--- config.mk ---
export PLATFORM = sky130hd
export DESIGN_NAME = alu_share_ctrl
export DESIGN_NICKNAME = d
export VERILOG_FILES = /design/src/rtl/alu_pkg.sv /design/src/rtl/rr_arb2.sv /design/src/rtl/alu_share_ctrl.sv
export SDC_FILE = /design/constraint.sdc
export NUM_CORES = 1
export LEC_CHECK = 0
export ABC_CLOCK_PERIOD_IN_PS = 3500
export CAP_MARGIN = 40
export CORE_AREA = 2 2 209 211
export DETAILED_ROUTE_END_ITERATION = 12
export DIE_AREA = 0 0 211 213
export GPL_ROUTABILITY_DRIVEN = 0
export PLACE_DENSITY_LB_ADDON = 0.1
export RECOVER_POWER = 50
export SYNTH_ARGS = -nofsm -noshare
export SYNTH_HDL_FRONTEND = slang
export SYNTH_SLANG_ARGS = --single-unit
--- constraint.sdc ---
create_clock -name clk -period 3.5 [get_ports clk]
set_input_delay 0.7 -clock clk [delete_from_list [all_inputs] [get_ports clk]]
set_output_delay 0.7 -clock clk [all_outputs]
set_load 0.005 [all_outputs]
--- src/rtl/alu_pkg.sv ---
// Shared definitions for the two-requester ALU scheduler: op encodings,
// FSM states and the default datapath width.
package alu_pkg;

  localparam int WIDTH = 64;

  localparam logic [2:0] OP_ADD = 3'b000;
  localparam logic [2:0] OP_SUB = 3'b100;
  localparam logic [2:0] OP_AND = 3'b001;
  localparam logic [2:0] OP_OR  = 3'b010;
  localparam logic [2:0] OP_XOR = 3'b011;

  typedef enum logic [1:0] {
    ST_IDLE = 2'b00,
    ST_EXEC = 2'b01,
    ST_RESP = 2'b10
  } state_t;

  // Overflow is only meaningful for the adder/subtractor selection.
  function automatic logic is_arith(input logic [1:0] sel);
    return (sel == 2'b00);
  endfunction

endpackage

--- src/rtl/rr_arb2.sv ---
// Two-way round-robin arbiter; last_grant remembers the most recent winner
// so contention alternates, starting with requester 0 after reset.
module rr_arb2
  import alu_pkg::*;
(
  input  logic       clk,
  input  logic       rst,
  input  logic [1:0] req,
  input  logic       update,
  output logic [1:0] gnt,
  output logic       last_grant
);

  logic r_last_grant;

  // Grant selection: a lone requester always wins, contention favours the other side.
  always_comb begin
    gnt = 2'b00;
    if (req == 2'b11) begin
      gnt = r_last_grant ? 2'b01 : 2'b10;
    end else begin
      gnt = req;
    end
  end

  // Winner history, advanced only when a grant is actually taken.
  always_ff @(posedge clk) begin
    if (rst) begin
      r_last_grant <= 1'b1;
    end else if (update) begin
      r_last_grant <= gnt[1];
    end else begin
      r_last_grant <= r_last_grant;
    end
  end

  assign last_grant = r_last_grant;

endmodule

--- src/rtl/alu_share_ctrl.sv ---
// Scheduler sharing one combinational ALU between two requesters:
// arbitrate, drive the ALU for one cycle, then hold the result until consumed.
module alu_share_ctrl #(
  parameter int WIDTH = alu_pkg::WIDTH
) (
  input  logic             clk,
  input  logic             rst,
  input  logic [1:0]       req_valid,
  output logic [1:0]       req_ready,
  input  logic [2:0]       req_op0,
  input  logic [2:0]       req_op1,
  input  logic [WIDTH-1:0] req_a0,
  input  logic [WIDTH-1:0] req_b0,
  input  logic [WIDTH-1:0] req_a1,
  input  logic [WIDTH-1:0] req_b1,
  output logic [1:0]       rsp_valid,
  input  logic [1:0]       rsp_ready,
  output logic [WIDTH-1:0] rsp_data,
  output logic             rsp_ov,
  output logic [WIDTH-1:0] alu_a,
  output logic [WIDTH-1:0] alu_b,
  output logic             alu_b_inv,
  output logic             alu_sel0,
  output logic             alu_sel1,
  input  logic [WIDTH-1:0] alu_out,
  input  logic             alu_ov,
  output logic             busy
);

  import alu_pkg::*;

  state_t           r_state;
  state_t           w_next;
  logic [1:0]       w_gnt;
  logic             w_owner;
  logic             w_accept;
  logic             w_rsp_done;
  logic [2:0]       w_op;
  logic [WIDTH-1:0] w_a;
  logic [WIDTH-1:0] w_b;

  logic [1:0]       r_rsp_valid;
  logic [WIDTH-1:0] r_rsp_data;
  logic             r_rsp_ov;
  logic [WIDTH-1:0] r_alu_a;
  logic [WIDTH-1:0] r_alu_b;
  logic             r_alu_b_inv;
  logic [1:0]       r_alu_sel;

  // last_grant is updated on every accept, so it also names the in-flight owner.
  rr_arb2 u_arb (
    .clk        (clk),
    .rst        (rst),
    .req        (req_valid),
    .update     (w_accept),
    .gnt        (w_gnt),
    .last_grant (w_owner)
  );

  assign w_op       = w_gnt[1] ? req_op1 : req_op0;
  assign w_a        = w_gnt[1] ? req_a1  : req_a0;
  assign w_b        = w_gnt[1] ? req_b1  : req_b0;
  assign w_accept   = (r_state == ST_IDLE) && (|(req_valid & req_ready));
  assign w_rsp_done = |(r_rsp_valid & rsp_ready);

  // Next-state and request-ready decode.
  always_comb begin
    req_ready = 2'b00;
    w_next    = r_state;
    case (r_state)
      ST_IDLE: begin
        if (rst) begin
          req_ready = 2'b00;
        end else begin
          req_ready = w_gnt;
        end
        if (w_accept) begin
          w_next = ST_EXEC;
        end else begin
          w_next = ST_IDLE;
        end
      end
      ST_EXEC: w_next = ST_RESP;
      ST_RESP: begin
        if (w_rsp_done) begin
          w_next = ST_IDLE;
        end else begin
          w_next = ST_RESP;
        end
      end
      default: w_next = ST_IDLE;
    endcase
  end

  // State register.
  always_ff @(posedge clk) begin
    if (rst) begin
      r_state <= ST_IDLE;
    end else begin
      r_state <= w_next;
    end
  end

  // Operand capture feeds the ALU directly; results latched at the end of EXEC.
  always_ff @(posedge clk) begin
    if (rst) begin
      r_alu_a     <= '0;
      r_alu_b     <= '0;
      r_alu_b_inv <= 1'b0;
      r_alu_sel   <= 2'b00;
      r_rsp_data  <= '0;
      r_rsp_ov    <= 1'b0;
      r_rsp_valid <= 2'b00;
    end else begin
      if (w_accept) begin
        r_alu_a     <= w_a;
        r_alu_b     <= w_b;
        r_alu_b_inv <= (w_op == OP_SUB);
        r_alu_sel   <= w_op[1:0];
      end
      if (r_state == ST_EXEC) begin
        r_rsp_data  <= alu_out;
        r_rsp_ov    <= alu_ov & is_arith(r_alu_sel);
        r_rsp_valid <= w_owner ? 2'b10 : 2'b01;
      end else if (w_rsp_done) begin
        r_rsp_valid <= 2'b00;
      end
    end
  end

  assign rsp_valid = r_rsp_valid;
  assign rsp_data  = r_rsp_data;
  assign rsp_ov    = r_rsp_ov;
  assign alu_a     = r_alu_a;
  assign alu_b     = r_alu_b;
  assign alu_b_inv = r_alu_b_inv;
  assign alu_sel0  = r_alu_sel[0];
  assign alu_sel1  = r_alu_sel[1];
  assign busy      = (r_state != ST_IDLE);

endmodule

; ---- Yosys cells after proc, flatten, opt, wreduce, memory -nomap -nowiden
; Cells that the tools add are included.
[word_totals]
ff_bits = 201
wordCells = 36
in_bits = 333
output_inout_bits = 201
[op_classes]
n_reduce_logical = 7
eq_ne = 4
bitwise = 3
muxes = 13
[op_table]
columns = operator, count
row1 = 64-bit 2-to-1 mux, 2
row2 = 2-bit 2-to-1 mux, 8
row3 = 2-bit one-hot mux with 3 select lines, 1
row4 = 2-bit AND, 2
row5 = "2-bit == test, second input constant", 2
row6 = 2-bit logical NOT, 2
row7 = 2-bit nonzero test, 2
row8 = 2-bit OR reduction, 2
row9 = "3-bit == test, second input constant", 1
row10 = 3-bit 2-to-1 mux, 1
row11 = "2-bit by 1-bit == test with 1-bit output, second input constant", 1
row12 = 1-bit AND, 1
row13 = 1-bit logical AND, 1
row14 = 1-bit 2-to-1 mux, 1

; ---- Logic depth before layout (Yosys ltp)
; Gate-level depths: netlist (run 1).
[depth]
ltp_word = 9
mapped_depth = 7
depth_no_buf = 3

; ---- Modules after synthesis
; From an unflattened synthesis (run 1), not the netlist that was laid out.
[unflattened]
hier_cells = 911
area_unflattened_um2 = 8829.7
[modules_own_cells]
columns = module, area_each_um2, instances, seq_area_each_um2, cells_each
row1 = alu_share_ctrl, 8775.9, 1, 4003.8, 905
row2 = rr_arb2, 53.8, 1, 20.0, 6

; ---- Least setup slack after synthesis (run 1)
; OpenSTA, ideal clock, no wires.
[synth_timing]
kind = input to output
from = input port req_valid[1]
to = output port req_ready[1]
path_buffers = 2
arrival_time_ps = 1402
setup_slack_ps = 1398
cell_stages = 4
required_time_ps = 2800
cell_sequence = a21bo_2 buf_4 clkbuf_1 nor3_1
[synth_via]
elab_chain_cells = 4
[synth_rtl]
columns = element, line
row1 = from (decl), alu_share_ctrl.sv:8  ; input logic [1:0] req_valid,
row2 = 2-bit == test, rr_arb2.sv:19  ; if (req == 2'b11) begin
row3 = 2-bit 2-to-1 mux *, rr_arb2.sv:19
row4 = 2-bit 2-to-1 mux *, alu_share_ctrl.sv:72  ; if (rst) begin
row5 = 2-bit 2-to-1 mux *, alu_share_ctrl.sv:70  ; case (r_state)
row6 = to (decl), alu_share_ctrl.sv:9  ; output logic [1:0] req_ready,
; Mark *: on every way between the ends. The rest lies on a longest branch, timed or not.

; ---- Worst setup path in the final report (run 1)
[layout_timing]
from = input port req_valid[0]
to = output port req_ready[1]
[layout_via]
elab_chain_cells = 4
[layout_rtl]
columns = element, line
row1 = 2-bit == test, rr_arb2.sv:19
row2 = 2-bit 2-to-1 mux, rr_arb2.sv:19
row3 = 2-bit 2-to-1 mux, alu_share_ctrl.sv:72
row4 = 2-bit 2-to-1 mux, alu_share_ctrl.sv:70
; Every way passes these cells.

==> metrics, run 1 <==
port bufs=about 530; post-synthesis sequential area ratio=between 40 and 50%; failing checks=max-capacitance violations, max-slew violations; Vias per Instance=about 4.5; largest net degree at the start of global routing=between 100 and 150; unique cell type count in the Yosys netlist=29; clk_lat worst skew=between 0.5 and 0.6 ns; Yosys reg bits=approximately 200; global-route wire length before repair=~60000 µm; CTS Buf Count=27; leading post-synthesis cells by cell area=dfxtp_1 46%, nand2_1 17%, a311oi_2 14%; IR drop worst, VDD=between 200 and 300 µV; post-CTS setup buffer count=0; worst path required time=2.80 ns; die height=213 µm; Final Skew=roughly 0.019 ns; Worst EP arrival=2.46 ns; Post-synth top cells=392 x nand2_1, 201 x dfxtp_1, 198 x a21oi_1, 80 x a311oi_2, 74 x clkbuf_1; GR Overflow Total=0; worst slew pin tran=around 1.8 ns; Final nets=1858; worst hold-check path type=reg -> reg; critical path capture point type=primary output; pwr dens=468 nW/µm²; average routed wire per standard cell=~20 µm; P_leak=approximately 0.0055 µW; area grow syn2layout=75.5%; Resized Gates After CTS=0; Inst Count DP=approximately 2000; max-cap violations=2; Peak Freq=0.316 GHz; CTS tree=built; period utilisation layout=about nine tenths; Clock Pin Slew Worst Setup and Hold Paths=roughly 0.06 ns; crit path buf inv count=2; crit path launch type=input pin; status=finished, violations left; Synth Instances=1056; top-count cell post-synth=nand2_1; Setup-failing EPs final=0; synthesized area=about 9000 µm²; IO Pins=~530; vias in the first global route=9442; max-slew violations=183; DIE WIDTH=roughly 210 µm; cell taking the most area after synthesis=dfxtp_1; Final Critical Period=between 3 and 4 ns; Iteration-0 DRC Markers=405; Max Buffers Root-to-Sink=3; WS Path Type=in -> out; CTS sink count=between 200 and 250; First-pass DRT Iterations=4; Post-Layout Inst Area=15500 µm²; GRT Util Overall=roughly 17%; total number of yosys warnings=0; row count=76; Synth top area share=between 40 and 50%; total routed wirelength=41300 µm; CTS H-tree lvls=1; drt drc=0; Post-synth EDFFs=0; initial antenna violation count=5; Critical Path Max Stage Delay=0.63 ns; Non-Filler Instances=2093; async set-reset flop share out of synthesis=0%; sequence of cells on the critical path=dlygate4sd3_1, a21bo_4, nor3_1, clkdlybuf4s50_1; core area=42700 µm²; via count=about 9500; Initial Util=20.7%; Min Hold Slack=~0.45 ns; Final HPWL DP=about 28000 µm; Synthesized Nets=roughly 1400; Critical-path top delay cell=dlygate4sd3_1; dominant synthesized flop cell=dfxtp_1; clk root buf=clkbuf_16; Worst slew margin=-22.1%; Die Area=between 40000 and 50000 µm²; hold-fix buffers at CTS=0; Critical Path Fanout Max=5; Final Hold Vio Count=0; final setup TNS=0 ns; instance area after placement=14600 µm²; post-route antenna net violation count=0; Largest delay share family, worst path=buffers and inverters; share of cells above drive strength 1=9.72%; Avg Inst Size Synth=around 8.4 µm²; RSZ-0062 raised after global routing=false
-- layout make-up --
type	count	area (µm²)
repair buffers	550	5560
fillers	4454	27200
multi-input cells	743	4290
clock buffers	37	783
flip-flops and latches	201	4020
inverters	2	7.51
well taps	546	683
clock inverters	11	136
diodes	3	7.51
-- registers in the layout, indices dropped and copies added, names as in the netlist --
register	flops
rsp_ov	1
r_state	2
alu_b_inv	1
rsp_valid	2
alu_a	64
rsp_data	64
u_arb.last_grant	1
alu_b	64
r_alu_sel	2
-- worst register-to-register path: stages (launching register included) --
cell and delay (ns):
dfxtp_1 0.43, nor2b_1 0.16, clkbuf_2 1.02, nand2_1 0.27
a21oi_1 0.18
-- cell usage in the layout (no fill, tap or decap), drive strengths merged, types with 3 or more instances in the layout --
cell type	count
inv	3
buf	14
a21oi	198
dlygate4sd3	29
a311oi	130
clkdlybuf4s50	503
dfxtp	201
clkbuf	41
nand2	392
nand3	3
bufinv	3
diode	3
clkinv	6
-- logic make-up (layout without fill, tap and decap cells) --
family                 after synthesis  count (layout)  share of synthesized area, %
muxes                                1               1                         0.128
other                                0               3                             0
buffers and inverters              112             600                          6.05
and+or+nand+nor                    409             409                          17.9
DFF                                201             201                          45.6
AOI/OAI and AO/OA                  333             333                          30.3
-- power breakdown --
part	leakage [µW]	switching, µW	internal [µW]
combinational	0.00340	801	963
sequential	0.00165	116	2510
clock	0.000457	1090	1770
-- metrics by stage --
step | total power (µW) | util (%) | worst slack, ns
2_1_floorplan | 3420 | - | 1.40
3_3_place_gp | 4460 | 34.1 | 0.419
3_5_place_dp | 4470 | 34.2 | 0.428
4_1_cts | 7420 | 36.3 | 0.432
5_1_grt | 7640 | 36.3 | 0.299
6_report | 7250 | 36.3 | 0.337
-- path summary, 6_finish.rpt --
kind / start / to / slack, ns / cells past startpoint
worst max-delay path: req_valid[0] / req_ready[1] / 0.34 / 4
worst min-delay path: rsp_data[16] / rsp_data[16] / 0.45 / 2
worst max register to register: r_state[0] / rsp_data[13] / 1.37 / 4
worst min register to register: rsp_data[16] / rsp_data[16] / 0.45 / 2
-- per-layer routing --
| metal | vias up | routed length, µm | GRT usage (%) |
|---|---|---|---|
| li1 | 4654 | - | - |
| met1 | 4412 | 17000 | 20.8 |
| met2 | 359 | 19500 | 28.7 |
| met3 | 58 | 3810 | 6.53 |
| met4 | 4 | 995 | 5.71 |
| met5 | - | 21 | 0 |
(Power assumes the default switching activity.)
==> run 2: changes to the inputs <==
--- a/config.mk
+++ b/config.mk
@@ -5,11 +5,11 @@
 export SDC_FILE = /design/constraint.sdc
 export NUM_CORES = 1
 export LEC_CHECK = 0
-export ABC_CLOCK_PERIOD_IN_PS = 3500
+export ABC_CLOCK_PERIOD_IN_PS = 3300
 export CAP_MARGIN = 40
-export CORE_AREA = 2 2 209 211
+export CORE_AREA = 2 2 208 210
 export DETAILED_ROUTE_END_ITERATION = 12
-export DIE_AREA = 0 0 211 213
+export DIE_AREA = 0 0 210 212
 export GPL_ROUTABILITY_DRIVEN = 0
 export PLACE_DENSITY_LB_ADDON = 0.1
 export RECOVER_POWER = 50
==> constraint.sdc (replaced) <==
create_clock -name clk -period 3.3 [get_ports clk]
set_input_delay 0.66 -clock clk [delete_from_list [all_inputs] [get_ports clk]]
set_output_delay 0.66 -clock clk [all_outputs]
set_load 0.005 [all_outputs]
==> run 2 against run 1 <==
The flow still finishes with violations (max-capacitance violations, max-slew violations); clock power shrank 3%; setup slack lost 0.063 ns; clock skew shrank 0.012 ns; cell count is essentially flat; critical path depth is the same; sequential cell count is the same; register-to-register slack lost 0.70 ns; largest power group unchanged; highest routed layer unchanged.
==> metrics, run 2 (same netlist as run 1, synthesis figures left out) <==
area grow syn2layout=73.5%; Resized Gates After CTS=0 (unchanged); sequence of cells on the critical path=dlygate4sd3_1, a21bo_4, nor3_1, clkdlybuf4s50_1; RSZ-0062 raised after global routing=false; period utilisation layout=between 90% and 100%; clk_lat worst skew=0.54 ns (about the same); final setup TNS=0 ns (unchanged); Clock Pin Slew Worst Setup and Hold Paths=0.06 ns (about the same); worst flop-to-flop path startpoint=u_arb.last_grant; pwr dens=484 nW/µm² (+3.3%); vias in the first global route=9551 (+1.2%); crit path buf inv count=2 (unchanged); worst slack, placed=0.349 ns (-0.0789 ns); CP Depth=4 (unchanged); GRT Util Overall=17.6% (+0.19 points); DIE WIDTH=210 µm (-0.47%); Critical Path Fanout Max=5 (unchanged); fin worst setup slack=0.274 ns (-0.0632 ns); min-delay src=rsp_data[18]; Peak Freq=between 0.3 and 0.4 GHz; First-pass DRT Iterations=4 (unchanged); IO Pins=534 (unchanged); initial antenna violation count=4 (-1); row count=76 (unchanged); via count=9529 (+0.44%); max-slew violations=132 (-28%); Final Hold Vio Count=0 (unchanged); global-route wire length before repair=60400 µm (+1.1%); CTS Buf Count=27 (unchanged); worst slew pin tran=1.62 ns (-0.216 ns); die height=212 µm (-0.47%); CTS H-tree lvls=1 (unchanged); CTS tree=built; crit path launch type=input pin; drt drc=0 (unchanged); Vias per Instance=4.56 (+0.54%); Final Critical Period=just over 3 ns; worst path required time=2.64 ns (-0.16 ns); Iteration-0 DRC Markers=377 (-6.9%); Die Area=44500 µm² (-0.94%); CTS sink count=201 (unchanged); failing checks=max-capacitance violations, max-slew violations; critical path capture point type=primary output; largest net degree at the start of global routing=132 (unchanged); total routed wirelength=41300 µm (about the same); IR drop worst, VDD=299 µV (+5.2%); core area=42500 µm² (-0.45%); Worst EP arrival=2.37 ns (-0.09 ns); status=finished, violations left; Final Skew=0.00748 ns (-0.0119 ns); Final nets=1856 (-0.11%); average routed wire per standard cell=19.8 µm (about the same); Worst slew margin=-7.71% (+14 points); GR Overflow Total=0 (unchanged); Initial Util=20.8% (+0.093 points); most common cell after layout, fill and taps aside=clkdlybuf4s50_1; commonest cells after routing, fill and taps aside=487 x clkdlybuf4s50_1, 392 x nand2_1, 201 x dfxtp_1; clk root buf=clkbuf_16; WS Path Type=in -> out; Final HPWL DP=27600 µm (-1.5%); hold-fix buffers at CTS=0 (unchanged); Largest delay share family, worst path=buffers and inverters; Max Buffers Root-to-Sink=3 (unchanged); post-route antenna net violation count=0 (unchanged); P_leak=0.00549 µW (-0.34%); Worst Setup SP=req_valid[0]; Critical-path top delay cell=dlygate4sd3_1; worst hold-check path type=reg -> reg; hold path cells=2 (unchanged); max-cap violations=1 (-1); share of cells above drive strength 1=8.30% (-1.4 points); Setup-failing EPs final=0 (unchanged); post-CTS setup buffer count=0 (unchanged); port bufs=533 (unchanged); Worst Reg-to-Reg Cells=4 (unchanged); Critical Path Max Stage Delay=0.65 ns (+0.02 ns)
-- run 2: area by class of cell --
type,instances,area (µm²)
clock buffer,39,781
inverter,2,7.51
clock inverter,9,52.6
multi-input combinational,743,4190
antenna,3,7.51
fill,4516,27200
tap,546,683
timing repair buffer,548,5570
sequential,201,4020
-- run 2: worst paths after layout --
kind	end	slack [ns]
worst max-delay path	req_ready[1]	0.27
worst min-delay path	rsp_data[18]	0.45
worst max register to register	alu_b_inv	0.67
worst min register to register	rsp_data[18]	0.45
-- run 2: power by group --
part           internal [µW]  switching, µW
clock                   1630           1160
sequential              2660            122
combinational           1000            834
-- run 2: worst register-to-register path, stage by stage, from the launching register on --
cell     delay [ns]
dfxtp_1        0.47
a21bo_4        0.18
buf_4          1.14
mux2_2         0.54
a32o_1         0.20
-- run 2: metrics by stage --
step           instances  power [µW]  hold WS, ns  util (%)  cell area, µm²
2_1_floorplan       1056        3620        0.448         -            8830
3_3_place_gp        2039        4730        0.441      34.3           14600
3_5_place_dp        2040        4740        0.446      34.4           14600
4_1_cts             2088        7610        0.455      36.3           15400
5_1_grt             2089        7800        0.467      36.0           15300
6_report            2091        7410        0.450      36.0           15300
-- run 2: metal layers --
layer / up-vias / share of wire [%] / track usage [%]
li1: 4649 / - / -
met1: 4478 / 40 / 20.4
met2: 349 / 49 / 30.3
met3: 47 / 9.8 / 7.12
met4: 6 / 1.8 / 4.01
met5: - / 0.092 / 0
==> run 3: changes to the inputs <==
--- a/config.mk
+++ b/config.mk
@@ -8,11 +8,14 @@
 export ABC_CLOCK_PERIOD_IN_PS = 3300
 export CAP_MARGIN = 40
 export CORE_AREA = 2 2 208 210
+export CTS_CLUSTER_DIAMETER = 80
 export DETAILED_ROUTE_END_ITERATION = 12
 export DIE_AREA = 0 0 210 212
 export GPL_ROUTABILITY_DRIVEN = 0
+export HOLD_SLACK_MARGIN = 0.05
 export PLACE_DENSITY_LB_ADDON = 0.1
 export RECOVER_POWER = 50
+export SETUP_SLACK_MARGIN = 0.2
 export SYNTH_ARGS = -nofsm -noshare
 export SYNTH_HDL_FRONTEND = slang
 export SYNTH_SLANG_ARGS = --single-unit
==> run 3 against run 2 <==
The flow still finishes with violations (max-capacitance violations, max-slew violations); sequential cell count stayed put; via count hardly changed; hold slack hardly changed; non-clock buffer count stayed put; cell count hardly changed; clock skew is 0.0049 ns higher; clock power hardly changed; sequential share of layout area hardly changed; fmax hardly changed; critical endpoint unchanged.
==> metrics, run 3 (same netlist as run 1, synthesis figures left out) <==
vias in the first global route=9535 (-0.17%); Worst Hold Endpoint=rsp_data[18]; worst path required time=2.64 ns (about the same); final setup TNS=0 ns (unchanged); Final Critical Period=3.03 ns (-0.000947 ns); P_leak=0.00547 µW (-0.29%); worst hold-check path type=reg -> reg; period utilisation layout=91.7% (about the same); fillers=4517 (+0.022%); hold path cells=2 (unchanged); Worst EP arrival=2.37 ns (about the same); most common cell after layout, fill and taps aside=clkdlybuf4s50_1; status=finished, violations left; r2r endpoint=alu_b_inv; max-cap violations=1 (unchanged); post-CTS setup buffer count=0 (unchanged); area grow syn2layout=73.2%; global-route wire length before repair=60400 µm (about the same); IO Pins=534 (unchanged); Setup-failing EPs final=0 (unchanged); Final nets=1856 (unchanged); largest net degree at the start of global routing=132 (unchanged); worst flop-to-flop path startpoint=u_arb.last_grant; CTS sink count=201 (unchanged); final core occ=36.0% (-0.065 points); port bufs=533 (unchanged); initial antenna violation count=4 (unchanged); pwr dens=484 nW/µm² (about the same); Worst slew margin=-8.69% (-0.98 points); GRT Util Overall=17.6% (+0.025 points); clk root buf=clkbuf_16; Final Hold Vio Count=0 (unchanged); via count=9520 (-0.094%); Resized Gates After CTS=0 (unchanged); CTS tree=built; GR Overflow Total=0 (unchanged); Final Skew=0.0124 ns (+0.00494 ns); Inst Count DP=2040 (unchanged); drt drc=0 (unchanged); Worst Setup SP=req_valid[0]; CTS Buf Count=27 (unchanged); share of cells above drive strength 1=8.05% (-0.25 points); min-delay src=rsp_data[18]; row count=76 (unchanged); RSZ-0062 raised after global routing=false; failing checks=max-capacitance violations, max-slew violations; DIE WIDTH=210 µm (unchanged); Final HPWL DP=27600 µm (unchanged); commonest cells after routing, fill and taps aside=493 x clkdlybuf4s50_1, 392 x nand2_1, 201 x dfxtp_1; core area=42500 µm² (unchanged); Vias per Instance=4.56 (about the same); WS Path Type=in -> out; First-pass DRT Iterations=4 (unchanged); critical path capture point type=primary output; r2r setup slk=0.68 ns (about the same); Peak Freq=0.331 GHz (about the same); max-slew violations=132 (unchanged); Max Buffers Root-to-Sink=3 (unchanged); post-route antenna net violation count=0 (unchanged); IR drop worst, VDD=295 µV (-1.3%); hold-fix buffers at CTS=0 (unchanged); CTS H-tree lvls=1 (unchanged); Post-Layout Inst Area=15300 µm² (-0.18%); clk_lat worst skew=0.54 ns (about the same); total routed wirelength=41500 µm (+0.37%); Tot Pwr=7400 µW (about the same); Worst Reg-to-Reg Cells=4 (unchanged); Iteration-0 DRC Markers=366 (-2.9%); average routed wire per standard cell=19.8 µm (+0.42%); crit path launch type=input pin; worst slew pin tran=1.63 ns (+0.0148 ns); Critical Path Fanout Max=5 (unchanged); Clock Pin Slew Worst Setup and Hold Paths=0.06 ns (about the same); die height=212 µm (unchanged); Non-Filler Instances=2090 (-0.048%); Initial Util=20.8% (unchanged); Die Area=44500 µm² (unchanged); instance area after placement=14600 µm² (unchanged)
==> run 3: changes by cell type in the layout (fill, tap and decap cells not counted), sizes merged <==
cell	change
clkdlybuf4s50	+6
dlygate4sd3	-6
clkbuf	-1
clkinv	+1
clkinvlp	-1
==> run 3: metrics by stage <==
step / hold slack [ns] / setup slack (ns)
finish: 0.450 / 0.275
global route: 0.467 / 0.207
CTS: 0.455 / 0.343
detailed placement: 0.446 / 0.349
global placement: 0.441 / 0.339
floorplan: 0.448 / 1.28
==> run 3: final cells by class <==
type                       instances  area [µm²]  share of cell area [%]
clock inverter                     9        53.8                   0.352
tap                              546         683                    4.47
multi-input combinational        743        4170                    27.3
inverter                           2        7.51                  0.0491
timing repair buffer             548        5570                    36.4
clock buffer                      38         777                    5.08
antenna                            3        7.51                  0.0491
sequential                       201        4020                    26.3
==> run 3: worst max-delay path by stage <==
stage	to	slack, ns	cells past startpoint
2_1_floorplan	req_ready[1]	1.28	4
3_3_place_gp	req_ready[1]	0.34	4
3_5_place_dp	req_ready[1]	0.35	4
4_1_cts	req_ready[1]	0.34	4
5_1_grt	alu_b_inv	0.21	5
6_report	req_ready[1]	0.27	4
==> run 3: routing by layer <==
| layer | vias up | track usage [%] | part of all wire, % |
|---|---|---|---|
| met4 | 6 | 4.11 | 1.9 |
| li1 | 4645 | - | - |
| met1 | 4474 | 20.4 | 40 |
| met2 | 349 | 30.4 | 48 |
| met5 | - | 0 | 0.092 |
| met3 | 46 | 7.13 | 9.7 |
==> run 3: power by group <==
part	switching, µW	internal (µW)
Combinational	833	1000
Clock	1160	1630
Sequential	122	2660
Total	2110	5290
==> run 3: worst max-delay path: stages <==
cell and delay, ns:
dlygate4sd3_1 0.65, a21bo_4 0.26, nor3_1 0.23, clkdlybuf4s50_1 0.57
